--- src/rtl/sipo_deser.sv ---
// sipo_deser: serial-in / parallel-out deserializer.
// Collects n symbols of width bits into one word and offers it on a
// valid/ready port. sof realigns the frame. A completed word that finds
// the output still occupied is dropped and flags a sticky overrun.
// Optional build macro: DESER_MSBFIRST_EN (first symbol lands in the top
// slot of dout instead of the bottom slot).
module sipo_deser #(
    parameter int n     = 4,
    parameter int width = 1,
    localparam int CW   = (n > 1) ? $clog2(n) : 1
) (
    input  logic               clk,
    input  logic               rstn,
    input  logic               en,
    input  logic [width-1:0]   si,
    input  logic               sof,
    output logic [n*width-1:0] dout,
    output logic               dout_valid,
    input  logic               dout_ready,
    output logic               overrun,
    input  logic               clr_ovr,
    output logic [CW-1:0]      cnt
);

    localparam int W = n * width;

    logic [W-1:0] shreg;
    logic [W-1:0] base;
    logic [W-1:0] word;
    logic         last;
    logic         done;
    logic         load;
    logic         drop;

    // Next assembly value, completion detect and delivery decision.
    // sof clears the shift base so a discarded partial frame leaves no trace.
    always_comb begin
        base = sof ? '0 : shreg;
`ifdef DESER_MSBFIRST_EN
        word = {base[W-width-1:0], si};
`else
        word = {si, base[W-1:width]};
`endif
        last = !sof && (cnt == CW'(n - 1));
        done = en && last;
        load = done && (!dout_valid || dout_ready);
        drop = done && dout_valid && !dout_ready;
    end

    // Assembly register and symbol counter; advance only on accepted symbols.
    always_ff @(posedge clk or negedge rstn) begin
        if (!rstn) begin
            shreg <= '0;
            cnt   <= '0;
        end else if (en) begin
            shreg <= word;
            if (sof)
                cnt <= CW'(1);
            else if (last)
                cnt <= '0;
            else
                cnt <= cnt + CW'(1);
        end
    end

    // Output word register with valid/ready handshake; dout only changes
    // when a new word is actually loaded, so it is stable under backpressure.
    always_ff @(posedge clk or negedge rstn) begin
        if (!rstn) begin
            dout       <= '0;
            dout_valid <= 1'b0;
        end else if (load) begin
            dout       <= word;
            dout_valid <= 1'b1;
        end else if (dout_valid && dout_ready) begin
            dout_valid <= 1'b0;
        end
    end

    // Sticky overrun; a drop on the same edge as a clear keeps it set.
    always_ff @(posedge clk or negedge rstn) begin
        if (!rstn)
            overrun <= 1'b0;
        else if (drop)
            overrun <= 1'b1;
        else if (clr_ovr)
            overrun <= 1'b0;
    end

endmodule

--- config.mk ---
export PLATFORM = sky130hd
export DESIGN_NAME = sipo_deser
export DESIGN_NICKNAME = d
export VERILOG_FILES = /design/src/rtl/sipo_deser.sv
export SDC_FILE = /design/constraint.sdc
export NUM_CORES = 1
export LEC_CHECK = 0
export ABC_CLOCK_PERIOD_IN_PS = 1400
export CORE_AREA = 8 8 45 47
export CTS_CLUSTER_DIAMETER = 30
export CTS_CLUSTER_SIZE = 30
export DETAILED_ROUTE_END_ITERATION = 10
export DIE_AREA = 0 0 53 55
export GPL_TIMING_DRIVEN = 0
export HOLD_SLACK_MARGIN = 0.12
export PLACE_DENSITY_LB_ADDON = 0.08
export SETUP_SLACK_MARGIN = 0.02
export SYNTH_ARGS = -nofsm -noshare
export SYNTH_HDL_FRONTEND = slang
export SYNTH_SLANG_ARGS = --single-unit
--- constraint.sdc ---
create_clock -name clk -period 1.4 [get_ports clk]
set_clock_uncertainty 0.1 [all_clocks]
set_input_delay 0.21 -clock clk [delete_from_list [all_inputs] [get_ports clk]]
set_output_delay 0.21 -clock clk [all_outputs]
set_load 0.02 [all_outputs]
==> results.py, run 1 <==
metrics = {
    "sta": {
        "hold_violations": 0,
        "relSlewSlack_pct": 67.6,
        "fin_crit_ns": 1.39,
        "finalSetupViolations": 0,
        "worst_pin_slew_ns": 0.485,
        "worst_slack_ns": 0.0130,
        "fin_hold_ws_ns": 0.152,
        "timing.final.crit_share_pct": 99.1,
        "rsz0062_at_grt": "yes",
        "final_max_slew_viol_count": 0,
        "fmax_mhz": 721,
    },
    "cts": {
        "cts_tree": "built",
        "root_buffer": "clkbuf_4",
        "cts_sinks": 11,
        "htree_levels": 1,
        "clk_pin_slew_worst_paths_ns": 0.06,
        "cts_buffers": 3,
        "worstSkewPairLatency_ns": 0.27,
        "clockBufferDepth": 2,
    },
    "route": {
        "vias": 352,
        "vias_per_cell": 4.76,
        "dr.pass1.iters": 1,
        "wirelength_um": 1060,
        "ant_nets": 0,
        "drc": 0,
        "routedWlPerCell_um": 14.3,
        "first_iter_violations": 0,
    },
    "setup_path": {
        "end_kind": "flop",
        "max_stage_delay_ns": 0.40,
        "crit_family": "flip-flops",
        "crit_buf_inv": 0,
        "startpoint_type": "flop",
        "worst_path_max_delay_cell": "dfrtp_2",
        "arrival_ns": 1.44,
        "crit_chain": "ha_4, nand3b_4, nor2b_4, mux2_4",
        "required_ns": 1.45,
        "crit_type": "reg2reg",
        "worstPathMaxFanout": 4,
    },
    "cells_and_area": {
        "final_util_pct": 51.7,
        "final_cell_mix": "dfrtp_1, dlygate4sd2_1, buf_4",
        "antenna_cells": 0,
        "instances_no_fill": 74,
        "nets": 67,
        "layout-drive-gt1-share_pct": 34.5,
        "area_delta_synth_final_pct": 49.0,
    },
    "floorplan": {
        "ios": 15,
        "dieArea_um2": 2920,
        "start_util_pct": 34.7,
        "rows": 14,
        "fp.dieH_um": 55,
        "core_um2": 1380,
        "die_x_um": 53,
    },
    "grt": {
        "grt_max_degree": 12,
        "gr-total-overflow": 0,
        "track_usage_pct": 7.84,
        "grt_pass1_vias": 352,
        "grt_pass1_wl_um": 1570,
        "antenna_found_initial": 0,
    },
    "placement": {
        "dpl_worst_slack_ns": -0.311,
        "place.gp.congestion": 0.657,
        "portBuffers": 13,
        "dpl.hpwl_um": 748,
        "dp.cells": 65,
    },
    "job": {
        "cap_violations": 0,
    },
    "yosys": {
        "synth_compound_area_share_pct": 4.17,
        "synthTopCellsByArea": "dfrtp_1, mux2_2, nand3b_4",
        "synth_top_family_by_area": "simple AND/OR/NAND/NOR gates",
        "synth_adder_area_share_pct": 2.60,
        "ys_seq_area_share_pct": 57.3,
        "synth-seq-cells": 11,
        "synthCells": 36,
        "synth_cell_types": 15,
        "synth.area.mux_share_pct": 16.4,
        "yosys.area.top_type": "dfrtp_1",
        "synth_warnings": 0,
        "syn_area_per_cell_um2": 13.3,
        "synthSimpleGateAreaFrac_pct": 16.4,
        "synth_fp_nets": 44,
        "synth_xor_area_share_pct": 0,
        "synth_top_area_share_pct": 57.3,
        "netlist_area_um2": 480,
    },
    "power": {
        "leakage_uw": 0.000370,
        "p_per_area_nw_per_um2": 1330,
        "power_uw": 952,
        "ir_drop_mv": 0.771,
    },
    "status": {
        "status": "finished, final reports clean",
    },
    "hold_path": {
        "hp-class": "in2reg",
    },
}
worst paths after layout:
| path | from | depth (start not counted) | end | slack (ns) |
|---|---|---|---|---|
| max | cnt[1] | 4 | dout[3] | 0.01 |
| min | en | 3 | cnt[1] | 0.15 |
| max reg2reg | cnt[1] | 4 | dout[3] | 0.01 |
| min reg2reg | shreg[1] | 1 | shreg[1] | 0.40 |
| max in group asynchronous | rstn | 1 | cnt[0] | 0.68 |
| min in group asynchronous | rstn | 1 | dout_valid | 0.17 |
what timing repair did:
action                     in CTS  in global routing
hold buffers                    1                  0
pin swaps                       1                  1
gates resized for setup         9                  4
hold endpoints to repair        2                  0
setup buffers                   2                  2
setup endpoints to repair      12                  4
cell usage after synthesis:
cell and instances:
nor2_1 3, dfrtp_1 11, and2b_1 1, mux2_2 7, buf_4 1, o32ai_1 1
nand2_1 2, nand3b_4 1, nor2b_4 1, o22ai_1 1, a21oi_1 1, ha_1 1
nand2b_1 1, nor2b_1 2, inv_1 2
cell type report:
class	instances	area [um^2]
repair buffers	18	159
flip-flops and latches	11	278
inverters	2	7.51
plain buffers	1	7.51
well taps	16	20.0
multi-input cells	22	218
fillers	124	668
clock buffers	4	26.3
worst register-to-register path: cells and delay by family, from the launching register on:
family	cells	cell delay [ns]
DFF	1	0.40
muxes	1	0.32
and+or+nand+nor	2	0.30
adders and majority gates	1	0.16
metal layers:
metal	wire length [um]	GRT usage, %	up-vias
met5	0	0	-
met4	36	7.76	0
met3	96	3.74	5
met2	501	12.7	12
met1	424	7.03	170
li1	-	-	165
cells by family after synthesis:
kind of cell | after synthesis
compound gates | 3
simple gates | 11
fa+ha+maj | 1
buf+inv | 3
flops | 11
mux | 7
flip-flops by register name, summed over array words and instances, names as in the netlist:
| signal | cells |
|---|---|
| dout | 4 |
| shreg | 3 |
| cnt | 2 |
| dout_valid | 1 |
| overrun | 1 |
per-stage QoR:
stage | setup TNS, ns | instance area (um^2)
2_1_floorplan | 0 | 495
3_3_place_gp | -1.12 | 646
3_5_place_dp | -1.23 | 646
4_1_cts | 0 | 686
5_1_grt | -0.0976 | 716
6_report | 0 | 716
report_power, final:
| part | leakage (uW) | internal (uW) | switching [uW] |
|---|---|---|---|
| logic | 0.000216 | 170 | 151 |
| registers | 0.000140 | 380 | 35.3 |
| clock network | 0.0000150 | 110 | 104 |
| total | 0.000370 | 661 | 291 |
Power figures use the tool's default switching activity.
==> run 2, diff against run 1 <==
- SLEW_MARGIN: default -> 5
==> results of run 2 <==
Same layout as run 1: the final DEF is identical, and so are final timing and power.
==> run 3, diff against run 2 <==
- ABC_CLOCK_PERIOD_IN_PS: 1400 -> 1450
- clock period: 1.4 -> 1.45 ns (I/O delays scaled with it)
==> results.py, run 3 (same netlist as run 1, synthesis figures left out) <==
metrics = {
    "status": {
        "status": "finished, final reports clean",
    },
    "sta": {
        "hold_violations": 0,
        "final_max_slew_viol_count": 0,
        "relSlewSlack_pct": 66.5,
        "rsz0062_at_grt": "no",
        "finalSetupViolations": 0,
        "fmax_mhz": 721,
        "timing.final.crit_share_pct": 95.6,
        "fin_crit_ns": 1.39,
        "worst_pin_slew_ns": 0.501,
    },
    "grt": {
        "gr-total-overflow": 0,
        "track_usage_pct": 8.21,
        "grt_max_degree": 12,
        "antenna_found_initial": 0,
        "grt_pass1_wl_um": 1650,
        "grt_pass1_vias": 360,
    },
    "floorplan": {
        "die_x_um": 53,
        "fp.dieH_um": 55,
        "start_util_pct": 34.7,
        "rows": 14,
        "core_um2": 1380,
        "dieArea_um2": 2920,
        "ios": 15,
    },
    "setup_path": {
        "arrival_ns": 1.44,
        "required_ns": 1.51,
        "timing.rr.end": "dout[1]",
        "regToRegStartpoint": "cnt[0]",
        "crit_type": "reg2reg",
        "worstPathMaxFanout": 4,
        "end_kind": "flop",
        "reg2regPathDepth": 4,
        "reg2reg_slack_ns": 0.06,
        "startpoint_type": "flop",
        "startpoint": "cnt[0]",
        "crit_end": "dout[1]",
    },
    "route": {
        "dr.pass1.iters": 2,
        "vias_per_cell": 4.80,
        "vias": 341,
        "ant_nets": 0,
        "drc": 0,
        "first_iter_violations": 5,
        "routedWlPerCell_um": 14.3,
        "wirelength_um": 1020,
    },
    "cts": {
        "cts_sinks": 11,
        "cts_buffers": 3,
        "clockBufferDepth": 2,
        "root_buffer": "clkbuf_4",
        "clk_pin_slew_worst_paths_ns": 0.07,
        "worstSkewPairLatency_ns": 0.27,
        "htree_levels": 1,
        "cts_tree": "built",
    },
    "placement": {
        "place.gp.congestion": 0.657,
        "dpl.hpwl_um": 758,
        "dpl_cell_area_um2": 646,
        "portBuffers": 13,
    },
    "cells_and_area": {
        "area_delta_synth_final_pct": 42.7,
        "layout-drive-gt1-share_pct": 30.9,
        "final_util_pct": 49.5,
        "largest_register": "dout",
        "final_cell_mix": "dfrtp_1, dlygate4sd2_1, mux2_2",
        "largest_register_ffs": 4,
        "post-route-cell-area_um2": 686,
        "antenna_cells": 0,
        "nets": 64,
        "final_common_cell": "dfrtp_1",
        "reg.largest.list": "dout (4), shreg (3), cnt (2)",
    },
    "power": {
        "leakage_uw": 0.000360,
        "ir_drop_mv": 0.765,
        "p_per_area_nw_per_um2": 1300,
    },
    "hold_path": {
        "hp-class": "in2reg",
    },
    "job": {
        "cap_violations": 0,
    },
}
==> run 3: per-layer routing <==
layer	vias to the layer above	share of wire (%)	track usage (%)	wire [um]
li1	158	-	-	-
met1	166	40	7.79	411
met2	12	47	13.1	480
met3	5	8.4	3.74	85
met4	0	3.7	7.76	38
met5	-	0	0	0
==> run 3: layout make-up <==
cell class                      count  area (um^2)
Buffer                              1         7.51
Fill cell                         126          698
Multi-Input combinational cell     22          206
Clock buffer                        4         26.3
Inverter                            2         7.51
Timing Repair Buffer               15          140
Sequential cell                    11          278
Tap cell                           16         20.0
==> run 3: metrics by stage <==
step                hold slack (ns)  setup TNS, ns  worst slack, ns  std cells  total power (uW)
floorplan                    -0.178              0           0.0451         36               565
global placement              0.380         -0.948           -0.238         65               701
detailed placement            0.386          -1.05           -0.266         65               714
CTS                           0.156              0           0.0201         70               894
global route                  0.166              0           0.0202         71               941
finish                        0.164              0           0.0637         71               889
==> run 3: worst max-delay path, cell delays in order (launching register included) <==
cell,delay [ns]
dfrtp_2,0.40
ha_4,0.15
nand3b_4,0.09
nor2b_4,0.18
mux2_2,0.35
==> run 3: how the worst min path moves through the flow <==
| stage | from | end | depth (start not counted) |
|---|---|---|---|
| after floorplan | rstn | cnt[0] | 0 |
| after global placement | en | cnt[0] | 2 |
| after detailed placement | en | cnt[0] | 2 |
| after CTS | en | cnt[0] | 3 |
| after global routing | en | shreg[1] | 2 |
| final | en | cnt[0] | 3 |
==> run 3: report_power, final <==
part / internal [uW] / switching (uW) / leakage (uW)
Clock: 107 / 101 / 0.0000150
Combinational: 141 / 140 / 0.000206
Sequential: 367 / 33.9 / 0.000140
Total: 615 / 274 / 0.000360
==> run 3: timing repair <==
action,4_1_cts,5_1_grt
resized for setup,8,2
pin swaps,0,1
buffers inserted,0,1
hold buffers,1,0
hold endpoints to repair,2,0
endpoints found under the setup margin,8,4
